## src/rtl/mem_port_arbiter.sv

```systemverilog
// Two-port arbiter for the shared single-port data/instruction memory.
// The CPU control FSM and an external host port compete for the memory. Each
// granted access walks IDLE -> ACCESS -> RESP, and ties alternate round-robin.
// The memory macro reads synchronously with one cycle of latency, so read data
// lands in RESP. It is forwarded combinationally there and captured for later.
module mem_port_arbiter #(
  parameter int ADDR_W = 8,
  parameter int DATA_W = 8,
  parameter int CNT_W  = 16
) (
  input  logic              clock,
  input  logic              reset,
  input  logic              cpu_req,
  input  logic              cpu_we,
  input  logic [ADDR_W-1:0] cpu_addr,
  input  logic [DATA_W-1:0] cpu_wdata,
  output logic [DATA_W-1:0] cpu_rdata,
  output logic              cpu_ack,
  output logic              cpu_stall,
  input  logic              ext_req,
  input  logic              ext_we,
  input  logic [ADDR_W-1:0] ext_addr,
  input  logic [DATA_W-1:0] ext_wdata,
  output logic [DATA_W-1:0] ext_rdata,
  output logic              ext_ack,
  output logic              ext_stall,
  output logic [ADDR_W-1:0] mem_addr,
  output logic [DATA_W-1:0] mem_wdata,
  output logic              mem_re,
  output logic              mem_we,
  input  logic [DATA_W-1:0] mem_rdata,
  output logic              busy,
  output logic [CNT_W-1:0]  access_count
);

  typedef enum logic [1:0] {S_IDLE, S_ACCESS, S_RESP} state_t;
  typedef enum logic {OWN_CPU = 1'b0, OWN_EXT = 1'b1} owner_t;

  state_t             r_state, w_next;
  owner_t             r_owner;      // current owner; doubles as last owner for round-robin
  logic               r_we;         // direction of the access in flight
  logic [ADDR_W-1:0]  r_mem_addr;
  logic [DATA_W-1:0]  r_mem_wdata;
  logic               r_mem_re, r_mem_we;
  logic [DATA_W-1:0]  r_cpu_rdata, r_ext_rdata;
  logic [CNT_W-1:0]   r_count;

  logic w_start;     // leaving IDLE this edge
  logic w_pick_ext;  // arbitration result, meaningful only with w_start
  logic w_in_resp;

  // Arbitration: a lone requester wins; on a tie the port not served last wins.
  always_comb begin
    w_start    = (r_state == S_IDLE) && (cpu_req || ext_req);
    w_pick_ext = ext_req && (!cpu_req || (r_owner == OWN_CPU));
    w_in_resp  = (r_state == S_RESP);
  end

  // State register.
  always_ff @(posedge clock or posedge reset) begin
    if (reset) r_state <= S_IDLE;
    else       r_state <= w_next;
  end

  // Next state and handshake outputs. No bypass of IDLE between accesses.
  always_comb begin
    w_next  = r_state;
    cpu_ack = 1'b0;
    ext_ack = 1'b0;
    busy    = (r_state != S_IDLE);
    case (r_state)
      S_IDLE:   if (cpu_req || ext_req) w_next = S_ACCESS;
      S_ACCESS: w_next = S_RESP;
      S_RESP: begin
        w_next  = S_IDLE;
        cpu_ack = (r_owner == OWN_CPU);
        ext_ack = (r_owner == OWN_EXT);
      end
      default:  w_next = S_IDLE;
    endcase
  end

  // Grant capture: owner, direction and memory address/data load from the winner.
  always_ff @(posedge clock or posedge reset) begin
    if (reset) begin
      r_owner     <= OWN_EXT;
      r_we        <= 1'b0;
      r_mem_addr  <= '0;
      r_mem_wdata <= '0;
    end else if (w_start) begin
      r_owner     <= w_pick_ext ? OWN_EXT : OWN_CPU;
      r_we        <= w_pick_ext ? ext_we : cpu_we;
      r_mem_addr  <= w_pick_ext ? ext_addr : cpu_addr;
      r_mem_wdata <= w_pick_ext ? ext_wdata : cpu_wdata;
    end
  end

  // Memory strobes: high for the ACCESS cycle only; reset kills an in-flight write.
  always_ff @(posedge clock or posedge reset) begin
    if (reset) begin
      r_mem_re <= 1'b0;
      r_mem_we <= 1'b0;
    end else if (w_start) begin
      r_mem_re <= w_pick_ext ? !ext_we : !cpu_we;
      r_mem_we <= w_pick_ext ? ext_we : cpu_we;
    end else if (r_state == S_ACCESS) begin
      r_mem_re <= 1'b0;
      r_mem_we <= 1'b0;
    end
  end

  // Per-port read data holding registers, updated only by that port's reads.
  always_ff @(posedge clock or posedge reset) begin
    if (reset) begin
      r_cpu_rdata <= '0;
      r_ext_rdata <= '0;
    end else if (w_in_resp && !r_we) begin
      if (r_owner == OWN_CPU) r_cpu_rdata <= mem_rdata;
      else                    r_ext_rdata <= mem_rdata;
    end
  end

  // Completed-access counter, wraps naturally.
  always_ff @(posedge clock or posedge reset) begin
    if (reset)          r_count <= '0;
    else if (w_in_resp) r_count <= r_count + 1'b1;
  end

  // Read data is forwarded in the ack cycle so the requester sees it without delay.
  always_comb begin
    cpu_rdata = (cpu_ack && !r_we) ? mem_rdata : r_cpu_rdata;
    ext_rdata = (ext_ack && !r_we) ? mem_rdata : r_ext_rdata;
    cpu_stall = cpu_req && !cpu_ack;
    ext_stall = ext_req && !ext_ack;
  end

  assign mem_addr     = r_mem_addr;
  assign mem_wdata    = r_mem_wdata;
  assign mem_re       = r_mem_re;
  assign mem_we       = r_mem_we;
  assign access_count = r_count;

endmodule

```

## config.mk

```make
export PLATFORM = sky130hd
export DESIGN_NAME = mem_port_arbiter
export DESIGN_NICKNAME = d
export VERILOG_FILES = /design/src/rtl/mem_port_arbiter.sv
export SDC_FILE = /design/constraint.sdc
export NUM_CORES = 1
export LEC_CHECK = 0
export CAP_MARGIN = 15
export CORE_MARGIN = 4
export CORE_UTILIZATION = 44
export CTS_BUF_LIST = sky130_fd_sc_hd__clkbuf_16
export CTS_CLUSTER_DIAMETER = 100
export CTS_CLUSTER_SIZE = 16
export DETAILED_ROUTE_END_ITERATION = 8
export PLACE_DENSITY = 0.92
export SETUP_SLACK_MARGIN = 0.3
export SLEW_MARGIN = 20
export SYNTH_ARGS = -nofsm -noshare
export SYNTH_HDL_FRONTEND = slang
export SYNTH_SLANG_ARGS = --single-unit
export TNS_END_PERCENT = 50
```

## constraint.sdc

```tcl
create_clock -name clock -period 2.22 [get_ports clock]
set_input_delay 0.333 -clock clock [delete_from_list [all_inputs] [get_ports clock]]
set_output_delay 0.333 -clock clock [all_outputs]
set_load 0.03 [all_outputs]
```

==> run summary, run 1 <==
outcome - finished clean
commonest non-fill, non-tap cells in the layout - 81 x clkdlybuf4s50_1, 53 x dfrtp_1, 20 x nor2_1
XOR/XNOR share of the synthesized area - 0.0506
Reg power frac - 0.309
GRT Util Overall - 0.164
first-pass GRT wire length - 9.70 mm
min Tclk post-route - 2130 ps
antenna fix cells - 0
Die ar. - 0.00720 mm^2
RSZ-0062 raised after global routing - true
chip height - 84.9 um
Max clock buf depth - 2
CTS H-tree depth - 2
fin crit share - 0.959
Die Wd - 84.9 um
Int Power - 3120 uW
Slew @ Worst Pin - 405 ps
post-synth net total - 255
Sinks on Clock Net - 54
Syn Inst Count - 208
vias - 1990
Post-Syn Area per Cell - 12.5 um^2
I/O Buffers - 100
setup violators final - 0
hpwl dp - 4.28 mm
vias in the first global route - 2055
Clock Power Share - 0.145
Total Wirelength - 5.70 mm
grt total ovfl - 0
Wirelength per Cell - 14.1 um
commonest non-fill, non-tap cell in the layout - clkdlybuf4s50_1
clock latency on the worst-skew pair - 280 ps
Worst IR Drop VDD - 0.706 mV
Worst setup SP type - flip-flop
MaxCap Viol Count - 0
Sw Ratio - 0.402
Clock transition at path regs - 70 ps
final slew viol count - 0
HP Class - in2async
setup_tns - 0 ps
Vias/cell - 4.94
Starting Density - 0.463
critical path arrival - 1800 ps
Synth Area in Compound Gates - 0.0385
Synth Warn # - 0
Post-Syn Area - 0.00260 mm^2
Pleak - 0.00179 uW
post-route ant nets - 0
worst rel slew slack - 0.728
Setup CP Type - reg2out
pwr dens - 1310 mW/mm^2
post-synthesis sequential area ratio - 0.520
CTS Root Cell - clkbuf_16
router iterations before antenna repair - 4
Combinational Power Share - 0.545
Pwr Total - 5220 uW
final hold vios - 0
core area - 0.00561 mm^2
largest net degree at the start of global routing - 29
CTS Buf Count - 5
Area Overhead vs Synth - 53.9%
initial antenna violation count - 0
CP Data Required Time - 1890 ps
main combinational cell family by area after synthesis - multiplexers
I/O pins - 101
P_sw - 2100 uW
Rows - 27
layout cells sized above 1 - 0.254
Fillers - 434
Worst Path Max Fanout - 7
#FFs+latches synth - 54
adder-cell share of the synthesized area - 0.00481
# hold bufs at CTS - 0
TritonCTS clock tree - yes
DRC - 0
number of library cell types mapped by synthesis - 34
Final nets - 377
proportion of synthesized area in mux cells - 0.227
FMAX - 470 MHz
clock skew - 4.16 ps
Initial DRC Count - 37
global placement routability congestion - 0.720
crit path capture type - primary output
Simple-Gate Fraction of Synth Area - 0.120
==> power groups by stage <==
stage          clock, uW  sequential (uW)  combinational, uW
2_1_floorplan          0             2000               1350
3_3_place_gp           0             1600               2790
3_5_place_dp           0             1630               2840
4_1_cts              780             1620               2880
5_1_grt              815             1670               3040
6_report             758             1620               2850
==> worst paths after layout <==
kind | from | to | slack [ps] | cells past startpoint
hold reg to reg | access_count[15] | access_count[15] | 470 | 1
max in group asynchronous | reset | r_we | 1370 | 3
min in group clock | access_count[15] | access_count[15] | 470 | 1
setup / recovery | r_state[0] | ext_rdata[7] | 90 | 6
hold / removal | reset | access_count[7] | 340 | 2
setup reg to reg | r_state[0] | r_cpu_rdata[2] | 360 | 7
==> synth_stat cells <==
master	instances	share of area
or2_2	1	0.0024
and3_1	2	0.0048
ha_1	1	0.0048
o21a_1	1	0.0029
nand3_1	5	0.0096
nor2b_4	1	0.0053
nand4_1	2	0.0048
mux2_1	10	0.043
nor2b_2	1	0.0034
and2_4	1	0.0034
mux2_4	10	0.058
a21boi_0	1	0.0029
xor2_1	3	0.010
buf_2	3	0.0058
buf_6	4	0.017
mux2i_1	18	0.069
and4_1	1	0.0034
nand2b_1	1	0.0024
inv_1	3	0.0043
buf_4	2	0.0058
nor3_4	1	0.0063
mux2_2	13	0.056
or3_1	1	0.0024
nor4_4	2	0.016
buf_8	1	0.0058
o21ai_0	1	0.0019
xnor2_1	12	0.040
or2b_1	1	0.0029
dfrtp_1	53	0.51
nor2b_1	2	0.0048
nand2_1	12	0.017
a21oi_1	16	0.031
dfstp_2	1	0.010
nor2_1	21	0.030
==> layout make-up <==
class | count | area, um^2 | share of cell area
clock inverter | 3 | 21.3 | 0.00532
multi-input combinational | 141 | 1160 | 0.290
sequential | 54 | 1350 | 0.338
timing repair buffer | 125 | 1240 | 0.310
clock buffer | 5 | 125 | 0.0313
tap | 72 | 90.1 | 0.0225
inverter | 3 | 11.3 | 0.00282
==> kinds of logic after synthesis <==
| kind of cell | after synthesis |
|---|---|
| xor gates and xnor gates | 15 |
| adders and majority gates | 1 |
| and+or+nand+nor | 55 |
| DFF | 54 |
| muxes | 51 |
| buffers and inverters | 13 |
| AOI/OAI and AO/OA | 19 |
==> through the flow <==
stage	hold slack [ps]	cells	utilization	area [um^2]	setup slack, ps
after floorplan	450	208	-	2600	332
after global placement	461	385	0.669	3750	-4.26
after detailed placement	464	385	0.669	3750	-51.0
after CTS	347	402	0.711	3990	58.7
after global routing	366	403	0.713	4000	3.92
final	340	403	0.713	4000	90.1
==> flip-flops by register name, summed over array words and instances (netlist names), 2 cells and up <==
signal and flops:
access_count 16, mem_addr 8, mem_wdata 8, r_cpu_rdata 8, r_ext_rdata 8, r_state 2
==> timing repair <==
item                       in CTS  in global routing
buffers inserted                7                  1
pin swaps                       1                  0
cloned                          2                  0
resized for setup              96                  5
setup endpoints to repair      21                 21
==> metal layers <==
metal	vias to the layer above	routed length [um]	global-route usage
li1	959	-	-
met1	960	2320	0.194
met2	69	2890	0.293
met3	2	468	0.0534
met4	0	18	0.0317
met5	-	0	0
==> critical path, cell delays in order, from the launching register on <==
cell and delay (ps):
dfrtp_1 400, nor2b_2 130, and2_4 150, nor2b_4 220
buf_12 160, mux2_4 310, buf_6 140
No activity file was read; power rests on OpenSTA's default activity.
==> inputs of run 2 (changes only) <==
--- a/config.mk
+++ b/config.mk
@@ -12,8 +12,10 @@
 export CTS_CLUSTER_DIAMETER = 100
 export CTS_CLUSTER_SIZE = 16
 export DETAILED_ROUTE_END_ITERATION = 8
-export PLACE_DENSITY = 0.92
+export MAX_ROUTING_LAYER = met4
+export PLACE_DENSITY_LB_ADDON = 0.05
 export SETUP_SLACK_MARGIN = 0.3
+export SKIP_LAST_GASP = 1
 export SLEW_MARGIN = 20
 export SYNTH_ARGS = -nofsm -noshare
 export SYNTH_HDL_FRONTEND = slang
==> run 2 against run 1 <==
Net effect: fmax grew 0.53%; critical endpoint unchanged; clock-buffer cell count is the same; sequential power is essentially flat; critical path type unchanged; wire length grew 3.8%; combinational power is essentially flat; sequential cell count is the same; register-to-register slack lost 20 ps.
==> run summary, run 2 (synthesis gave the netlist of run 1 again) <==
outcome - finished clean (unchanged)
post-route ant nets - 0 (unchanged)
Sw Ratio - 0.402 (about the same)
Clock Power Share - 0.141 (was 0.145)
Area Overhead vs Synth - 54.6% (was 53.9%)
Fillers - 453 (was 434)
max reg flops - 16 (unchanged)
I/O pins - 101 (unchanged)
RSZ-0062 raised after global routing - true (unchanged)
setup violators final - 0 (unchanged)
Clock transition at path regs - 70 ps (about the same)
grt total ovfl - 0 (unchanged)
critical path arrival - 1790 ps (was 1800 ps)
Seq. cell area - 0.00135 mm^2 (unchanged)
MaxCap Viol Count - 0 (unchanged)
Pwr Total - 5230 uW (was 5220 uW)
final slew viol count - 0 (unchanged)
fin crit share - 0.954 (was 0.959)
clock latency on the worst-skew pair - 290 ps (was 280 ps)
final core occ - 0.717 (was 0.713)
vias - 1978 (was 1990)
Die Wd - 84.9 um (unchanged)
I/O Buffers - 100 (unchanged)
Rows - 27 (unchanged)
HP Class - in2async (unchanged)
global placement routability congestion - 0.674 (was 0.720)
commonest non-fill, non-tap cells in the layout - 80 x clkdlybuf4s50_1, 53 x dfrtp_1, 24 x buf_4 (was 81 x clkdlybuf4s50_1, 53 x dfrtp_1, 20 x nor2_1)
Pleak - 0.00183 uW (was 0.00179 uW)
Reg power frac - 0.309 (about the same)
antenna fix cells - 0 (unchanged)
Initial DRC Count - 77 (was 37)
FMAX - 472 MHz (was 470 MHz)
Combinational Power Share - 0.550 (was 0.545)
CTS Buf Count - 5 (unchanged)
Placed Area - 0.00375 mm^2 (about the same)
CTS Root Cell - clkbuf_16 (unchanged)
Wirelength per Cell - 14.5 um (was 14.1 um)
initial antenna violation count - 0 (unchanged)
area of the multi-input gates - 0.00116 mm^2 (unchanged)
Starting Density - 0.463 (unchanged)
chip height - 84.9 um (unchanged)
Design Area, Final - 0.00402 mm^2 (was 0.00400 mm^2)
Vias/cell - 4.86 (was 4.94)
worst rel slew slack - 0.726 (was 0.728)
Setup CP Type - reg2out (unchanged)
setup_tns - 0 ps (unchanged)
Worst setup SP type - flip-flop (unchanged)
P_sw - 2100 uW (about the same)
Sinks on Clock Net - 54 (unchanged)
clock skew - 6.02 ps (was 4.16 ps)
layout cells sized above 1 - 0.254 (about the same)
first-pass GRT wire length - 9.52 mm (was 9.70 mm)
final hold vios - 0 (unchanged)
CTS H-tree depth - 2 (unchanged)
largest net degree at the start of global routing - 55 (was 29)
Slew @ Worst Pin - 408 ps (was 405 ps)
Worst IR Drop VDD - 0.644 mV (was 0.706 mV)
Worst Path Max Fanout - 7 (unchanged)
Die ar. - 0.00720 mm^2 (unchanged)
DRC - 0 (unchanged)
Int Power - 3130 uW (was 3120 uW)
hold slack final - 414 ps (was 340 ps)
Total Wirelength - 5.92 mm (was 5.70 mm)
GRT Util Overall - 0.168 (was 0.164)
Final nets - 381 (was 377)
crit path capture type - primary output (unchanged)
hpwl dp - 4.18 mm (was 4.28 mm)
TritonCTS clock tree - yes (unchanged)
Max clock buf depth - 2 (unchanged)
router iterations before antenna repair - 4 (unchanged)
vias in the first global route - 2002 (was 2055)
# hold bufs at CTS - 0 (unchanged)
min Tclk post-route - 2120 ps (was 2130 ps)
pwr dens - 1300 mW/mm^2 (was 1310 mW/mm^2)
commonest non-fill, non-tap cell in the layout - clkdlybuf4s50_1 (unchanged)
core area - 0.00561 mm^2 (unchanged)
CP Data Required Time - 1890 ps (about the same)
[run 2: cell count changes in the layout (fill, tap and decap cells not counted), sizes merged]
cell | before | now
buf | 40 | 43
clkdlybuf4s15 | 0 | 1
clkdlybuf4s50 | 81 | 80
clkinvlp | 1 | 0
dlymetal6s2s | 0 | 1
inv | 3 | 4
[run 2: repair_timing]
item | in CTS | in global routing
setup endpoints to repair | 21 | 21
hold endpoints to repair | 0 | 0
pin swaps | 0 | 1
resized for setup | 88 | 18
buffers inserted | 6 | 7
cloned | 1 | 1
[run 2: final cells by class]
class	instances	area share
clock buffers	5	0.0311
clock inverters	3	0.00311
inverters	3	0.00280
multi-input cells	141	0.288
flip-flops and latches	54	0.337
well taps	72	0.0224
repair buffers	129	0.316
[run 2: final timing paths]
check                                 start               end  cells after the start  slack [ps]
min in group clock         access_count[15]  access_count[15]                      1         480
hold reg to reg            access_count[15]  access_count[15]                      1         480
hold / removal                        reset   access_count[1]                      3         410
setup / recovery                 r_state[0]      ext_rdata[7]                      6         100
max in group asynchronous             reset           r_owner                      3        1520
setup reg to reg                 r_state[0]    r_ext_rdata[1]                      9         340
[run 2: power groups by stage]
| stage | logic, uW | clock network [uW] | registers, uW |
|---|---|---|---|
| detailed placement | 2820 | 0 | 1630 |
| global route | 3050 | 799 | 1670 |
| finish | 2880 | 740 | 1620 |
| CTS | 2760 | 754 | 1620 |
| floorplan | 1350 | 0 | 2000 |
| global placement | 2790 | 0 | 1610 |
[run 2: per-stage QoR]
stage	setup WS, ps	std cells
floorplan	332	208
finish	101	407
global placement	1.01	384
global route	43.3	407
detailed placement	-37.5	384
CTS	103	399
[run 2: worst max-delay path: stages (launching register included)]
cell and delay, ps:
dfrtp_1 410, nor2b_2 150, and2_4 150, nor2b_4 190
buf_12 150, mux2_4 310, buf_6 140
[run 2: layer usage]
layer / vias to the layer above / routed length [um] / GRT usage
met5: - / 0 / -
met4: 0 / 24 / 0.0302
met3: 2 / 435 / 0.0553
met2: 68 / 2930 / 0.273
met1: 947 / 2530 / 0.208
li1: 961 / - / -
